**config.mk**
```make
export PLATFORM = sky130hd
export DESIGN_NAME = bin_to_bcd_seq_flat
export DESIGN_NICKNAME = d
export VERILOG_FILES = /design/src/rtl/bin_to_bcd_seq_if.sv /design/src/rtl/bin_to_bcd_seq.sv /design/src/flat_wrapper.sv
export SDC_FILE = /design/constraint.sdc
export NUM_CORES = 1
export LEC_CHECK = 0
export ABC_AREA = 1
export BUFFER_PORTS_ARGS = -buffer_cell sky130_fd_sc_hd__buf_2
export CAP_MARGIN = 5
export CORE_ASPECT_RATIO = 0.75
export CORE_MARGIN = 2
export CORE_UTILIZATION = 35
export CTS_CLUSTER_DIAMETER = 30
export DETAILED_ROUTE_END_ITERATION = 12
export PLACE_DENSITY_LB_ADDON = 0.05
export RECOVER_POWER = 25
export SYNTH_ARGS = -nofsm -noshare
export SYNTH_HDL_FRONTEND = slang
export SYNTH_SLANG_ARGS = --single-unit
```
**constraint.sdc**
```tcl
create_clock -name clk -period 4.51 [get_ports clk]
set_clock_uncertainty 0.2 [all_clocks]
set_input_delay 1.1275 -clock clk [delete_from_list [all_inputs] [get_ports clk]]
set_output_delay 1.1275 -clock clk [all_outputs]
set_load 0.03 [all_outputs]
```
**src/rtl/bin_to_bcd_seq_if.sv**
```systemverilog
// Handshake and result bundle for the sequential binary-to-BCD converter.
// start is sampled only while busy=0; done pulses for one cycle with bcd_out/ovf new and stable until the next done.
interface bin_to_bcd_seq_if #(
  parameter int BIN_W  = 8,
  parameter int DIGITS = 3
);
  logic                  start;
  logic [BIN_W-1:0]      bin_in;
  logic                  busy;
  logic                  done;
  logic [4*DIGITS-1:0]   bcd_out;
  logic                  ovf;

  modport master (
    output start, bin_in,
    input  busy, done, bcd_out, ovf
  );

  modport slave (
    input  start, bin_in,
    output busy, done, bcd_out, ovf
  );
endinterface

```
**src/rtl/bin_to_bcd_seq.sv**
```systemverilog
// Shift-and-add-3 (double dabble) converter, one binary bit per clock.
// Feeds packed BCD digits to the downstream single-digit BCD adder.
module bin_to_bcd_seq #(
    parameter int BIN_W  = 8,
    parameter int DIGITS = 3
) (
    input  logic                  clk,
    input  logic                  rst,
    bin_to_bcd_seq_if.slave       bus,
    output logic                  dbg_state
);

    localparam int DW = 4 * DIGITS;
    localparam int CW = $clog2(BIN_W + 1);

    typedef enum logic {IDLE = 1'b0, CONV = 1'b1} state_t;

    state_t          state_q, state_d;
    logic [BIN_W-1:0] sh_q;
    logic [DW-1:0]   dig_q;
    logic [CW-1:0]   cnt_q;
    logic            acc_q;
    logic [DW-1:0]   bcd_q;
    logic            ovf_q;
    logic            done_q;

    logic [DW-1:0]   adj;
    logic [DW-1:0]   dig_next;
    logic [BIN_W-1:0] sh_next;
    logic            shout;
    logic            last_step;

    // Digits are adjusted independently; a 4-bit wrap can't happen since only 5..9 get +3.
    always_comb begin
        adj = dig_q;
        for (int i = 0; i < DIGITS; i++) begin
            if (dig_q[4*i +: 4] >= 4'd5)
                adj[4*i +: 4] = dig_q[4*i +: 4] + 4'd3;
        end
        shout    = adj[DW-1];
        dig_next = {adj[DW-2:0], sh_q[BIN_W-1]};
        sh_next  = {sh_q[BIN_W-2:0], 1'b0};
        last_step = (cnt_q == CW'(1));
    end

    always_ff @(posedge clk or posedge rst) begin
        if (rst) state_q <= IDLE;
        else     state_q <= state_d;
    end

    always_comb begin
        state_d = state_q;
        case (state_q)
            IDLE:    if (bus.start) state_d = CONV;
            CONV:    if (last_step) state_d = IDLE;
            default: state_d = IDLE;
        endcase
    end

    always_comb begin
        bus.busy    = (state_q == CONV);
        bus.done    = done_q;
        bus.bcd_out = bcd_q;
        bus.ovf     = ovf_q;
        dbg_state   = state_q;
    end

    always_ff @(posedge clk or posedge rst) begin
        if (rst) begin
            sh_q   <= '0;
            dig_q  <= '0;
            cnt_q  <= '0;
            acc_q  <= 1'b0;
            bcd_q  <= '0;
            ovf_q  <= 1'b0;
            done_q <= 1'b0;
        end else begin
            done_q <= 1'b0;
            if (state_q == IDLE) begin
                if (bus.start) begin
                    sh_q  <= bus.bin_in;
                    dig_q <= '0;
                    cnt_q <= CW'(BIN_W);
                    acc_q <= 1'b0;
                end
            end else begin
                sh_q  <= sh_next;
                dig_q <= dig_next;
                cnt_q <= cnt_q - CW'(1);
                acc_q <= acc_q | shout;
                if (last_step) begin
                    bcd_q  <= dig_next;
                    ovf_q  <= acc_q | shout;
                    done_q <= 1'b1;
                end
            end
        end
    end

endmodule

```
**src/flat_wrapper.sv**
```systemverilog
// flat-port wrapper written by rule: the top's interface ports become plain ports
module bin_to_bcd_seq_flat 
#(
    parameter int BIN_W  = 8,
    parameter int DIGITS = 3
)
  (clk, rst, dbg_state, bus_start, bus_bin_in, bus_busy, bus_done, bus_bcd_out, bus_ovf);
  bin_to_bcd_seq_if #(.BIN_W(BIN_W), .DIGITS(DIGITS)) bus_i ();
  input  logic clk;
  input  logic rst;
  output logic dbg_state;
  input wire logic [$bits(bus_i.start)-1:0] bus_start;
  input wire logic [$bits(bus_i.bin_in)-1:0] bus_bin_in;
  output wire logic [$bits(bus_i.busy)-1:0] bus_busy;
  output wire logic [$bits(bus_i.done)-1:0] bus_done;
  output wire logic [$bits(bus_i.bcd_out)-1:0] bus_bcd_out;
  output wire logic [$bits(bus_i.ovf)-1:0] bus_ovf;
  assign bus_i.start = bus_start;
  assign bus_i.bin_in = bus_bin_in;
  assign bus_busy = bus_i.busy;
  assign bus_done = bus_i.done;
  assign bus_bcd_out = bus_i.bcd_out;
  assign bus_ovf = bus_i.ovf;
  bin_to_bcd_seq #(.BIN_W(BIN_W), .DIGITS(DIGITS)) u_core (.clk(clk), .rst(rst), .bus(bus_i), .dbg_state(dbg_state));
endmodule
```
-- Yosys cells after proc, flatten, opt, wreduce, memory -nomap -nowiden
Index checks and enable logic that the tools add are counted.
- reductions and logical operators: 2
- bitwise operators: 2
- add/subtract/negate cells: 4
- order comparisons: 3
- multiplexer cells: 16
- equality and inequality tests: 1
- operators with widths (cell ; number):
    2-to-1 mux 12 bit ; 2
    2-to-1 mux 4 bit ; 5
    2-to-1 mux 8 bit ; 2
    adder 4 x 2 -> 4 bit, second input constant ; 3
    >= comparator 4 x 3 -> 1 bit, second input constant ; 3
    2-to-1 mux 1 bit ; 6
    == test 4 x 1 -> 1 bit, second input constant ; 1
    subtractor 4 x 1 -> 4 bit, second input constant ; 1
    case mux 1 bit (2 select lines) ; 1
    AND reduction 2 bit ; 1
    nonzero test 2 bit ; 1
    inverter 1 bit ; 1
    OR 1 bit ; 1
- register bits: 40
- logic and storage cells: 36

-- Logic depth before layout (Yosys ltp)
- depth after elaboration: 4
- gate-level depth with buffers: 10
- gate-level depth less buffers: 10

-- Worst setup path before layout
Ideal clock, no wire load.
- path type: reg-to-output
- start point: register u_core.state_q, in the netlist u_core.bus.busy
- end point: output dbg_state
- data arrival time: 0.800 ns
- stages on the path, launching flop included: 2
- slack: 2.383 ns
- buffers on the path: 1
- path through: dfrtp_1 > buf_4
- RTL lines (element ; RTL line ; source):
    from (decl) ; bin_to_bcd_seq.sv:18 ; state_t state_q, state_d;
    from (signal assigned) ; bin_to_bcd_seq.sv:48 ; else state_q <= state_d;
    to (decl) ; flat_wrapper.sv:11 ; output logic dbg_state;
No word-level cell between the ends.

==> results.sh <==
export IMPL_status="finished, violations left"
export IMPL_violations="capacitance limit, slew limit"
export IMPL_drt_pass1_iter_count=4
export IMPL_power_density_nw_per_um2=793
export IMPL_ff_latch_area_um2=1000
export IMPL_hp_class="reg -> reg"
export IMPL_r2r_end="u_core.bus.bcd_out[0]$_DFFE_PP0P_"
export IMPL_cts_sinks=40
export IMPL_ant_nets=0
export IMPL_first_global_vias=1427
export IMPL_finish_utilization_pct=41.8
export IMPL_worstSetupPathType="in -> async"
export IMPL_timing_final_max_slew_violations=41
export IMPL_critPathMaxStageDelay_ps=1600
export IMPL_grt_max_degree=41
export IMPL_hold_violations=0
export IMPL_wirelength_um=4030
export IMPL_hold_end="u_core.bus.bcd_out[11]$_DFFE_PP0P_"
export IMPL_grt_antenna_before_repair=0
export IMPL_leakagePower_nw=1.16
export IMPL_setup_viol=0
export IMPL_cts_tree="done"
export IMPL_area_delta_synth_final_pct=16.6
export IMPL_p_total_w=0.00175
export IMPL_cts_resized=0
export IMPL_post_cts_buffers=0
export IMPL_core_area_um2=5270
export IMPL_cts_buffers=5
export IMPL_rsz0062_at_grt="false"
export IMPL_endpoint_kind="asynchronous set/reset pin"
export IMPL_synth_seq_cells=40
export IMPL_synth_common_cells="85 x nand2_1, 40 x dfrtp_1, 29 x nand3_1, 21 x inv_1, 17 x o21ai_0"
export IMPL_ys_types=21
export IMPL_syn_cell_area_um2=1890
export IMPL_num_vias=1495
export IMPL_layout_nets=272
export IMPL_cp_arrival_ps=2880
export IMPL_placed_cells=321
export IMPL_path_clk_slew_ps=70
export IMPL_peakVddDrop_v=0.000215
export IMPL_via_per_inst=4.54
export IMPL_clockBufferDepth=2
export IMPL_placementRows=23
export IMPL_max_freq_mhz=318
export IMPL_path_cells="buf_2 -> inv_1 -> clkbuf_1"
export IMPL_worstMarginPinSlew_ps=2250
export IMPL_io_buffers=26
export IMPL_drive_above_1_share_pct=15.0
export IMPL_place_hpwl_um=2680
export IMPL_grt_util_all_layers_pct=14.9
export IMPL_wl_per_cell_um=12.2
export IMPL_reg2reg_slack_ps=2130
export IMPL_htree_num_levels=2
export IMPL_die_height_um=67.6
export IMPL_synth_edf_count=0
export IMPL_min_from="u_core.bus.bcd_out[11]$_DFFE_PP0P_"
export IMPL_ys_flop_type="dfrtp_1"
export IMPL_multi_input_area_um2=761
export IMPL_yosysWarnings=0
export IMPL_synth_most_common_cell="nand2_1"
export IMPL_grt_ovfl_total=0
export IMPL_fp_dieW_um=88.8
export IMPL_pin_count=27
export IMPL_clk_latency_ps=290
export IMPL_antenna_cells=0
export IMPL_timing_setup_tns_ps=0
export IMPL_syn_area_per_cell_um2=8.39
export IMPL_initial_core_util_pct=35.9
export IMPL_fin_crit_ps=3140
export IMPL_yosysSeqAreaShare_pct=53.0
export IMPL_timing_final_crit_share_pct=69.7
export IMPL_fillers=558
export IMPL_path_buf_inv=3
export IMPL_drcViolationCount=0
export IMPL_routabilityCongestion=0.777
export IMPL_ctsRootBufferMaster="clkbuf_8"
export IMPL_async_reset_ff_share_pct=100
export IMPL_first_iter_violations=70
export IMPL_regToRegStartpoint="u_core.bus.busy$_DFF_PP0_"
export IMPL_slew_headroom_pct=-50.2
export IMPL_synth_top_area_share_pct=53.0
export IMPL_r2r_cells=5
export IMPL_ys_top_cells_by_area="dfrtp_1 53%, nand2_1 17%, nand3_1 7.7%"
export IMPL_crit_family="buffers and inverters"
export IMPL_syn_inst=225
export IMPL_postCtsHoldBufs=0
export IMPL_design_area_um2=2200
export IMPL_synth_top_area_cell="dfrtp_1"
export IMPL_cp_required_ps=4250
export IMPL_slowest_stage="clkbuf_1"
export IMPL_grt_pass1_wl_um=6760
export IMPL_placed_cell_area_um2=2080
export IMPL_final_cells=329
export IMPL_dieArea_um2=6000
export IMPL_syn_nets=244
export IMPL_critPathLaunchType="input pin"
export IMPL_worstPathMaxFanout=40
export IMPL_maxCapViolCount=1
export IMPL_holdPathStages=2
## area by class of cell
cell class,count,area share [%]
clock inverters,1,1.36
inverters,23,3.92
clock buffers,7,4.38
flip-flops and latches,40,45.5
well taps,75,4.26
repair buffers,27,6.08
multi-input cells,156,34.5
## layout by cell type (no fill, tap or decap), drive strengths merged
| cell type | netlist | final |
|---|---|---|
| inv | 23 | 23 |
| bufinv | 0 | 1 |
| nand2 | 85 | 85 |
| ha | 8 | 8 |
| o21ai | 17 | 17 |
| o22ai | 4 | 4 |
| buf | 5 | 26 |
| o211ai | 2 | 2 |
| nor3 | 2 | 2 |
| clkbuf | 1 | 8 |
| a21oi | 2 | 2 |
| nor2 | 4 | 4 |
| nand3 | 29 | 29 |
| a22o | 1 | 1 |
| a22oi | 1 | 1 |
| dfrtp | 40 | 40 |
| a31oi | 1 | 1 |
## flip-flops by register name, summed over array words and instances (netlist names)
register / flops
u_core.bus.done: 1
u_core.bus.ovf: 1
u_core.bus.bcd_out: 12
u_core.acc_q: 1
u_core.sh_q: 8
u_core.bus.busy: 1
u_core.cnt_q: 4
u_core.dig_q: 12
## worst reg2reg max path, delay by kind of cell (launching register included)
family	cells	cell delay (ps)
compound gates	1	80
buf+inv	1	270
flops	1	900
simple gates	3	820
## cells by family (layout without fill, tap and decap cells)
logic type                 Yosys count  in the layout  share of synthesized area (%)
AOI/OAI and AO/OA                   28             28                           8.35
and+or+nand+nor                    120            120                           26.6
buffers and inverters               29             58                           6.69
DFF                                 40             40                           53.0
adders and majority gates            8              8                           5.30
## how the worst max path moves through the flow
stage | from | endpoint | slack (ps) | cells past startpoint
after floorplan | rst | u_core.acc_q$_DFFE_PP0P_ | 2260 | 1
after global placement | bus_start | u_core.sh_q[7]$_DFFE_PP0P_ | 1900 | 4
after detailed placement | bus_start | u_core.sh_q[7]$_DFFE_PP0P_ | 1810 | 4
after CTS | u_core.bus.busy$_DFF_PP0_ | dbg_state | 1620 | 1
after global routing | rst | u_core.dig_q[10]$_DFFE_PP0P_ | 950 | 3
final | rst | u_core.sh_q[1]$_DFFE_PP0P_ | 1370 | 3
## routing by layer
layer  track usage, %  wire length (um)  vias to the layer above  part of all wire [%]
li1                 -                 -                      779                     -
met1             21.1              2140                      691                    53
met2             22.4              1730                       20                    43
met3             3.79               124                        5                   3.1
met4             4.55                40                        0                  0.99
met5                0                 0                        -                     0
## report_power, final
group	leakage [nW]	internal [W]	switching, W	total (W)
Clock	0.0645	0.000195	0.000128	0.000324
Sequential	0.502	0.000523	0.000140	0.000663
Combinational	0.596	0.000249	0.000511	0.000759
## stage by stage
| stage | hold slack, ps | setup slack (ps) |
|---|---|---|
| 2_1_floorplan | 250 | 2260 |
| 3_3_place_gp | 253 | 1900 |
| 3_5_place_dp | 254 | 1810 |
| 4_1_cts | 273 | 1620 |
| 5_1_grt | 313 | 949 |
| 6_report | 268 | 1370 |
Note: power is estimated with default switching activity, not from simulation.
